## config.mk

```make
export PLATFORM = sky130hd
export DESIGN_NAME = wb_pipe_reg_flat
export DESIGN_NICKNAME = d
export VERILOG_FILES = /design/src/rtl/wb_pipe_if.sv /design/src/rtl/wb_pipe_reg.sv /design/src/flat_wrapper.sv
export SDC_FILE = /design/constraint.sdc
export NUM_CORES = 1
export LEC_CHECK = 0
export ABC_AREA = 0
export CORE_MARGIN = 2
export CORE_UTILIZATION = 41
export CTS_BUF_LIST = sky130_fd_sc_hd__clkbuf_8
export CTS_CLUSTER_SIZE = 24
export DETAILED_ROUTE_END_ITERATION = 10
export PLACE_DENSITY_LB_ADDON = 0.2
export SKIP_CTS_REPAIR_TIMING = 1
export SLEW_MARGIN = 20
export SYNTH_ARGS = -nofsm -noshare
export SYNTH_HDL_FRONTEND = slang
export SYNTH_SLANG_ARGS = --single-unit
```

## constraint.sdc

```tcl
create_clock -name clk -period 1.93 [get_ports clk]
set_clock_uncertainty 0.2 [all_clocks]
set_input_delay 0.4825 -clock clk [delete_from_list [all_inputs] [get_ports clk]]
set_output_delay 0.4825 -clock clk [all_outputs]
set_load 0.005 [all_outputs]
```

## src/rtl/wb_pipe_if.sv

```systemverilog
// Write-back pipeline bus: memory-stage results in, registered write-back results out.
// The stall vector range comes from `StallBus, defaulting to 7:0 when no project header provides it.
`ifndef StallBus
`define StallBus 7:0
`endif

interface wb_pipe_if #(
    parameter int NCH = 2,
    parameter int AW  = 5,
    parameter int DW  = 32
);
    logic [NCH*AW-1:0] mem_wd;
    logic [NCH-1:0]    mem_wreg;
    logic [NCH*DW-1:0] mem_wdata;
    logic [NCH*AW-1:0] wb_wd;
    logic [NCH-1:0]    wb_wreg;
    logic [NCH*DW-1:0] wb_wdata;
    logic              wb_valid;

    modport master (
        output mem_wd, mem_wreg, mem_wdata,
        input  wb_wd, wb_wreg, wb_wdata, wb_valid
    );

    modport slave (
        input  mem_wd, mem_wreg, mem_wdata,
        output wb_wd, wb_wreg, wb_wdata, wb_valid
    );
endinterface

```

## src/rtl/wb_pipe_reg.sv

```systemverilog
// MEM->WB pipeline register for NCH write-back channels with stall/flush control.
// Optional performance counters are enabled by defining WB_PERF_CNT_EN.
`ifndef StallBus
`define StallBus 7:0
`endif

module wb_pipe_reg #(
    parameter int NCH   = 2,
    parameter int AW    = 5,
    parameter int DW    = 32,
    parameter int STAGE = 5,
    parameter int CNT_W = 16
) (
    input  logic            clk,
    input  logic            rst,
    input  logic [`StallBus] stall_sign_i,
    input  logic            flush_i,
    wb_pipe_if.slave        bus
`ifdef WB_PERF_CNT_EN
    ,
    output logic [CNT_W-1:0] bubble_cnt_o,
    output logic [CNT_W-1:0] hold_cnt_o,
    output logic [CNT_W-1:0] retire_cnt_o
`endif
);

    localparam int SB_W = $bits(stall_sign_i);

    if ((STAGE < 0) || ((STAGE + 1) >= SB_W)) begin : g_stage_range_err
        $error("wb_pipe_reg: STAGE+1 lies outside the stall vector");
    end
    if ((NCH < 1) || (NCH > 4)) begin : g_nch_range_err
        $error("wb_pipe_reg: NCH must be 1..4");
    end

    logic              stall_here_s;
    logic              stall_next_s;
    logic              clear_s;
    logic              advance_s;
    logic [NCH-1:0]    wreg_filt_s;

    logic [NCH*AW-1:0] wb_wd_q,    wb_wd_d;
    logic [NCH-1:0]    wb_wreg_q,  wb_wreg_d;
    logic [NCH*DW-1:0] wb_wdata_q, wb_wdata_d;
    logic              wb_valid_q, wb_valid_d;

    assign stall_here_s = stall_sign_i[STAGE];
    assign stall_next_s = stall_sign_i[STAGE+1];
    // Flush and bubble both empty the stage; advance only when this stage is not stalled.
    assign clear_s      = flush_i | (stall_here_s & ~stall_next_s);
    assign advance_s    = ~flush_i & ~stall_here_s;

    // Drop writes to register zero and to addresses a higher-indexed channel also writes.
    always_comb begin
        wreg_filt_s = {NCH{1'b0}};
        for (int i = 0; i < NCH; i++) begin
            if (bus.mem_wreg[i] && (bus.mem_wd[i*AW +: AW] != {AW{1'b0}})) begin
                wreg_filt_s[i] = 1'b1;
            end else begin
                wreg_filt_s[i] = 1'b0;
            end
            for (int j = i + 1; j < NCH; j++) begin
                if (bus.mem_wreg[j] && (bus.mem_wd[j*AW +: AW] == bus.mem_wd[i*AW +: AW])) begin
                    wreg_filt_s[i] = 1'b0;
                end else begin
                    wreg_filt_s[i] = wreg_filt_s[i];
                end
            end
        end
    end

    // Next-state selection: clear, capture, or hold.
    always_comb begin
        wb_wd_d    = wb_wd_q;
        wb_wreg_d  = wb_wreg_q;
        wb_wdata_d = wb_wdata_q;
        wb_valid_d = wb_valid_q;
        if (clear_s) begin
            wb_wd_d    = {(NCH*AW){1'b0}};
            wb_wreg_d  = {NCH{1'b0}};
            wb_wdata_d = {(NCH*DW){1'b0}};
            wb_valid_d = 1'b0;
        end else if (advance_s) begin
            wb_wd_d    = bus.mem_wd;
            wb_wreg_d  = wreg_filt_s;
            wb_wdata_d = bus.mem_wdata;
            wb_valid_d = 1'b1;
        end else begin
            wb_valid_d = wb_valid_q;
        end
    end

    // Stage register.
    always_ff @(posedge clk) begin
        if (rst) begin
            wb_wd_q    <= {(NCH*AW){1'b0}};
            wb_wreg_q  <= {NCH{1'b0}};
            wb_wdata_q <= {(NCH*DW){1'b0}};
            wb_valid_q <= 1'b0;
        end else begin
            wb_wd_q    <= wb_wd_d;
            wb_wreg_q  <= wb_wreg_d;
            wb_wdata_q <= wb_wdata_d;
            wb_valid_q <= wb_valid_d;
        end
    end

    assign bus.wb_wd    = wb_wd_q;
    assign bus.wb_wreg  = wb_wreg_q;
    assign bus.wb_wdata = wb_wdata_q;
    assign bus.wb_valid = wb_valid_q;

`ifdef WB_PERF_CNT_EN
    logic [CNT_W-1:0] bubble_cnt_q, bubble_cnt_d;
    logic [CNT_W-1:0] hold_cnt_q,   hold_cnt_d;
    logic [CNT_W-1:0] retire_cnt_q, retire_cnt_d;

    function automatic logic [CNT_W-1:0] sat_inc(input logic [CNT_W-1:0] cnt);
        if (cnt == {CNT_W{1'b1}}) begin
            return cnt;
        end else begin
            return cnt + {{(CNT_W-1){1'b0}}, 1'b1};
        end
    endfunction

    // Event counters; retire counts only cycles that commit at least one write.
    always_comb begin
        bubble_cnt_d = bubble_cnt_q;
        hold_cnt_d   = hold_cnt_q;
        retire_cnt_d = retire_cnt_q;
        if (clear_s) begin
            bubble_cnt_d = sat_inc(bubble_cnt_q);
        end else if (advance_s) begin
            if (|wreg_filt_s) begin
                retire_cnt_d = sat_inc(retire_cnt_q);
            end else begin
                retire_cnt_d = retire_cnt_q;
            end
        end else begin
            hold_cnt_d = sat_inc(hold_cnt_q);
        end
    end

    // Counter registers.
    always_ff @(posedge clk) begin
        if (rst) begin
            bubble_cnt_q <= {CNT_W{1'b0}};
            hold_cnt_q   <= {CNT_W{1'b0}};
            retire_cnt_q <= {CNT_W{1'b0}};
        end else begin
            bubble_cnt_q <= bubble_cnt_d;
            hold_cnt_q   <= hold_cnt_d;
            retire_cnt_q <= retire_cnt_d;
        end
    end

    assign bubble_cnt_o = bubble_cnt_q;
    assign hold_cnt_o   = hold_cnt_q;
    assign retire_cnt_o = retire_cnt_q;
`endif

endmodule

```

## src/flat_wrapper.sv

```systemverilog
// flat-port wrapper written by rule: the top's interface ports become plain ports
module wb_pipe_reg_flat 
#(
    parameter int NCH   = 2,
    parameter int AW    = 5,
    parameter int DW    = 32,
    parameter int STAGE = 5,
    parameter int CNT_W = 16
)
  (clk, rst, stall_sign_i, flush_i, bus_mem_wd, bus_mem_wreg, bus_mem_wdata, bus_wb_wd, bus_wb_wreg, bus_wb_wdata, bus_wb_valid);
  wb_pipe_if #(.NCH(NCH), .AW(AW), .DW(DW)) bus_i ();
  input  logic clk;
  input  logic rst;
  input  logic [`StallBus] stall_sign_i;
  input  logic flush_i;
  input wire logic [$bits(bus_i.mem_wd)-1:0] bus_mem_wd;
  input wire logic [$bits(bus_i.mem_wreg)-1:0] bus_mem_wreg;
  input wire logic [$bits(bus_i.mem_wdata)-1:0] bus_mem_wdata;
  output wire logic [$bits(bus_i.wb_wd)-1:0] bus_wb_wd;
  output wire logic [$bits(bus_i.wb_wreg)-1:0] bus_wb_wreg;
  output wire logic [$bits(bus_i.wb_wdata)-1:0] bus_wb_wdata;
  output wire logic [$bits(bus_i.wb_valid)-1:0] bus_wb_valid;
  assign bus_i.mem_wd = bus_mem_wd;
  assign bus_i.mem_wreg = bus_mem_wreg;
  assign bus_i.mem_wdata = bus_mem_wdata;
  assign bus_wb_wd = bus_i.wb_wd;
  assign bus_wb_wreg = bus_i.wb_wreg;
  assign bus_wb_wdata = bus_i.wb_wdata;
  assign bus_wb_valid = bus_i.wb_valid;
  wb_pipe_reg #(.NCH(NCH), .AW(AW), .DW(DW), .STAGE(STAGE), .CNT_W(CNT_W)) u_core (.clk(clk), .rst(rst), .stall_sign_i(stall_sign_i), .flush_i(flush_i), .bus(bus_i));
endmodule
```

# [Yosys cells after proc, flatten, opt, wreduce, memory -nomap -nowiden]
# Cells that the tools add are included.
[totals] regBits=77 input_bits=87 out_inout_bits=77 wordCells=20
[classes] n_eq_ne=1 mux=3 n_bitwise=6 reduce_logical=6
[op_table] op="nonzero test 5 bit" n=2
[op_table] op="== test 5 bit" n=1
[op_table] op="logical AND 1 bit" n=3
[op_table] op="2-to-1 mux 1 bit" n=3
[op_table] op="NOT 1 bit" n=3
[op_table] op="AND 1 bit" n=2
[op_table] op="OR reduction 2 bit" n=1
[op_table] op="bitwise OR 1 bit" n=1

# [Logic depth before layout (Yosys ltp)]
# Gate-level depths: netlist of the first run.
[logic_depth] depth_word=4 depth_mapped=6

# [Worst setup path after synthesis of the first run]
# OpenSTA, ideal clock, no wires.
[synth_path] path_type="input -> register" startpoint="input port bus_mem_wd[5]" endpoint="register u_core.wb_wreg_q[1], in the netlist u_core.bus.wb_wreg[1]" setup_time_ns=0.118 arrival_time_ns=1.226 required_time_ns=1.612 setup_slack_ns=0.386 stages=3 n_path_buf=0 cell_sequence="or4_1 > o211ai_2 > a21oi_2"
[synth_via] elab_chain_cells=3
[synth_rtl] element="start, declared" line_no="flat_wrapper.sv:16" rtl="input wire logic [$bits(bus_i.mem_wd)-1:0] bus_mem_wd;"
[synth_rtl] element="nonzero test 5 bit" line_no="wb_pipe_reg.sv:57" rtl="if (bus.mem_wreg[i] && (bus.mem_wd[i*AW +: AW] != {AW{1'b0}})) begin"
[synth_rtl] element="logical AND 1 bit" line_no="wb_pipe_reg.sv:57"
[synth_rtl] element="2-to-1 mux 1 bit" line_no="wb_pipe_reg.sv:57"
[synth_rtl] element="end signal, assigned" line_no="wb_pipe_reg.sv:97" rtl="wb_wreg_q <= {NCH{1'b0}};"
[synth_rtl] element="end signal, assigned" line_no="wb_pipe_reg.sv:102" rtl="wb_wreg_q <= wb_wreg_d;"
[synth_rtl] element="end, declared" line_no="wb_pipe_reg.sv:43" rtl="logic [NCH-1:0] wb_wreg_q, wb_wreg_d;"
# No other way between the ends.
# A chain may end at the register's enable or synchronous reset.

# [Worst setup path after layout of the first run]
[layout_path] startpoint="register u_core.wb_wreg_q[0], in the netlist u_core.bus.wb_wreg[0]" endpoint="output port bus_wb_wreg[0]"
[layout_rtl] element="end, declared" line_no="flat_wrapper.sv:20" rtl="output wire logic [$bits(bus_i.wb_wreg)-1:0] bus_wb_wreg;"
# No word-level cell between the ends.

==> impl_metrics.csv, run 1 <==
group,metric,value,unit
pwr,part_of_the_total_power_dissipated_in_the_clock_network,36.7,%
synthesis,synth_area_per_cell,9.093,µm²
cts,number_of_buffers_added_by_the_clock_tree_synthesis_step,9,
pwr,p_leak,1.968,nW
place,numPlacedInstances,601,
route,postRouteWirelength,8.170,mm
sta,grt_setup_unrepaired,"no",
synthesis,synth.ff_latch_count,77,
route,route.top_layer_used,"met4",
synthesis,synth_common_cells,"100 x sky130_fd_sc_hd__nand2_1, 77 x sky130_fd_sc_hd__dfxtp_1, 50 x sky130_fd_sc_hd__a21oi_2",
place,placement.setup.worst_slack,-120.7,ps
setup_path,critPathRequiredTime,1250,ps
synthesis,yosys_warnings,0,
pwr,seq_power_share,49.4,%
setup_path,cp_data_arrival_time,1210,ps
route,remaining_drc_errors,0,
place,detailed_place_hpwl,5.797,mm
place,buffer_ports.inserted,157,
place,gp_congestion,0.7686,
setup_path,cp-end-kind,"output pin",
sta,setup_slack,33.18,ps
route,drt_iter0_markers,86,
synthesis,synth_edf_count,0,
setup_path,worstPathCellList,"clkdlybuf4s50_1",
route,routedWlPerCell,13.26,µm
sta,timing.fmax,0.5272,GHz
final_layout,fillerInstances,650,
die,die_height,91.85,µm
setup_path,critical_path_buf_inv_count,1,
global_routing,overflow,0,
global_routing,globalRouteTotalUtil,19.46,%
sta,setup-tns-final,0,ps
flow_run,cap_violations,0,
global_routing,antenna_found_initial,0,
sta,layout_min_cycle_time,1897,ps
synthesis,synth.top_cell.area_share,48.71,%
outcome,status,"finished, final reports clean",
worst_hold_path,holdCritPathClass,"flop to flop",
synthesis,synth.top_cells.by_area,"sky130_fd_sc_hd__dfxtp_1 49%, sky130_fd_sc_hd__a21oi_2 14%, sky130_fd_sc_hd__nand2_1 12%",
sta,timing.max_slew.rel_slack,82.45,%
die,core-area,7607,µm²
sta,transition_time_of_the_tightest_slew_check_pin,260.8,ps
pwr,switchingPower,0.0007651,W
cts,cts-root-buf,"sky130_fd_sc_hd__clkbuf_8",
synthesis,synthFlopType,"sky130_fd_sc_hd__dfxtp_1",
pwr,power_density,647.3,nW/µm²
global_routing,grt_start_max_net_pins,38,
setup_path,crit_fanout,2,
die,floorplan.initialDensity,41.60,%
route,detailroute.wirelength.met2,3.866,mm
pwr,internal_power,0.002542,W
global_routing,number_of_global_route_vias_before_repair,2802,
cts,cts_tree,"yes",
die,die_w,91.85,µm
route,vias_per_cell,4.654,
cts,htree_levels,3,
setup_path,path_delay_family,"buffers and inverters",
synthesis,synth_area,3164,µm²
route,drtAntennaViolNets,0,
cts,cts.reportedPaths.clkPinSlew,80,ps
route,first_pass_detailed_route_iteration_total,4,
pwr,power.ir.vdd_worst,0.3930,mV
synthesis,yosysSeqAreaShare,48.71,%
cts,clock-sinks,77,
pwr,switching_share,23.14,%
sta,worst_hold_slack,255.5,ps
synthesis,synth_most_common_cell,"sky130_fd_sc_hd__nand2_1",
final_layout,share_of_cells_above_drive_strength_1,27.82,%
pwr,fraction_of_power_consumed_by_combinational_cells,14.0,%
cts,insertion_delay,330,ps
die,top_level_port_count,164,
route,wl_met1,3.562,mm
sta,finalHoldViolations,0,
die,std_cell_rows,32,
final_layout,fin_cells,616,
sta,setup_violation_total_in_the_final_timing_report,0,
final_layout,diodes,0,
route,routed-via-count,2867,
die,die_area,8436,µm²
setup_path,setup.worst_path.start_class,"flop",
global_routing,grt_first_pass_wirelength,13.32,mm
final_layout,finalNetCount,597,
synthesis,synth.net_count,435,
cts,cts-root-to-sink-buffers,2,
sta,slew_viol_final,0,
route,wl_met3,588,µm
final_layout,area_delta_synth_final,61.45,%
setup_path,criticalPathCategory,"flop to output pin",
setup_path,cp_slowest_cell,"sky130_fd_sc_hd__clkdlybuf4s50_1",
synthesis,ffs_w_async_s_r_synth,0,%
setup_path,max_stage_delay,520,ps
synthesis,yosysUniqueCellTypes,24,
synthesis,number_of_instances_in_the_synthesized_netlist,348,
sta,period_share,98.28,%
synthesis,yosysTopAreaCell,"sky130_fd_sc_hd__dfxtp_1",
## through the flow
step | cell area [µm²] | util [%] | total power [W]
5_1_grt | 5109 | 67.15 | 0.003447
3_5_place_dp | 4865 | 63.95 | 0.002136
6_report | 5109 | 67.15 | 0.003307
4_1_cts | 5064 | 66.56 | 0.003363
3_3_place_gp | 4865 | 63.95 | 0.002130
2_1_floorplan | 3164 | - | 0.001864
## routing by layer
metal,GRT usage [%],vias to the layer above
met4,7.463,0
met2,31.74,101
li1,-,1439
met3,5.670,13
met1,24.33,1314
met5,0,-
## logic make-up (layout without fill, tap and decap cells)
group	after synthesis	after routing	synth area share (%)
AOI/OAI and AO/OA	80	80	18.94
buffers and inverters	27	193	7.552
DFF	77	77	48.71
xor gates and xnor gates	5	5	1.384
and+or+nand+nor	159	159	23.41
## sequential cells by signal, indices dropped and copies added, names as in the netlist
signal	flops
u_core.bus.wb_wdata	64
u_core.bus.wb_wd	10
u_core.bus.wb_wreg	2
u_core.bus.wb_valid	1
## tightest hold or removal path: stages (launching register included)
cell and delay [ps]:
sky130_fd_sc_hd__dfxtp_2 330, sky130_fd_sc_hd__nand2_2 50, sky130_fd_sc_hd__a21oi_2 40
## power by group through the flow
stage / Clock (W) / Sequential (W) / Combinational (W)
floorplan: 0 / 0.00167 / 0.000192
global placement: 0 / 0.00167 / 0.000461
detailed placement: 0 / 0.00167 / 0.000465
CTS: 0.00126 / 0.00163 / 0.000468
global route: 0.00131 / 0.00164 / 0.000501
finish: 0.00121 / 0.00163 / 0.000462
## final timing paths
check	startpoint	end	slack (ps)	depth (start not counted)
setup / recovery	u_core.bus.wb_wreg[0]	bus_wb_wreg[0]	30	1
hold / removal	u_core.bus.wb_wdata[25]	u_core.bus.wb_wdata[25]	260	2
hold reg to reg	u_core.bus.wb_wdata[25]	u_core.bus.wb_wdata[25]	260	2
setup reg to reg	u_core.bus.wb_wreg[0]	u_core.bus.wb_wreg[0]	820	4
## cells in the final DEF, fill, tap and decap left out
cell type and count:
sky130_fd_sc_hd__nor2_1 1, sky130_fd_sc_hd__dfxtp_1 71, sky130_fd_sc_hd__nor4_1 1, sky130_fd_sc_hd__clkinvlp_4 1
sky130_fd_sc_hd__o211ai_2 1, sky130_fd_sc_hd__or4_1 1, sky130_fd_sc_hd__buf_12 6, sky130_fd_sc_hd__clkbuf_8 11
sky130_fd_sc_hd__a21oi_1 28, sky130_fd_sc_hd__clkinv_2 2, sky130_fd_sc_hd__bufinv_16 1, sky130_fd_sc_hd__o21ai_4 1
sky130_fd_sc_hd__nand4_1 1, sky130_fd_sc_hd__and3_1 2, sky130_fd_sc_hd__inv_1 2, sky130_fd_sc_hd__xnor2_1 1
sky130_fd_sc_hd__xor2_1 4, sky130_fd_sc_hd__clkdlybuf4s50_1 142, sky130_fd_sc_hd__buf_4 13, sky130_fd_sc_hd__a21oi_2 50
sky130_fd_sc_hd__nor2_4 1, sky130_fd_sc_hd__or2_4 1, sky130_fd_sc_hd__nor3_1 2, sky130_fd_sc_hd__nand2_1 100
sky130_fd_sc_hd__nand2_2 49, sky130_fd_sc_hd__dlymetal6s2s_1 15, sky130_fd_sc_hd__dfxtp_2 6
## layout make-up
type                            count  area, µm²  share of cell area, %
Multi-Input combinational cell    244       1399                  27.38
Clock inverter                      4      47.55                 0.9307
Tap cell                          102      127.6                  2.498
Clock buffer                       11      151.4                  2.964
Timing Repair Buffer              176       1827                  35.76
Sequential cell                    77       1549                  30.32
Inverter                            2      7.507                 0.1470
Power figures use the tool's default switching activity.
==> run 2, diff against run 1 <==
--- a/config.mk
+++ b/config.mk
@@ -6,6 +6,7 @@
 export NUM_CORES = 1
 export LEC_CHECK = 0
 export ABC_AREA = 0
+export CAP_MARGIN = 0
 export CORE_MARGIN = 2
 export CORE_UTILIZATION = 41
 export CTS_BUF_LIST = sky130_fd_sc_hd__clkbuf_8
==> results of run 2 <==
Final layout, timing and power as in run 1 (identical DEF).
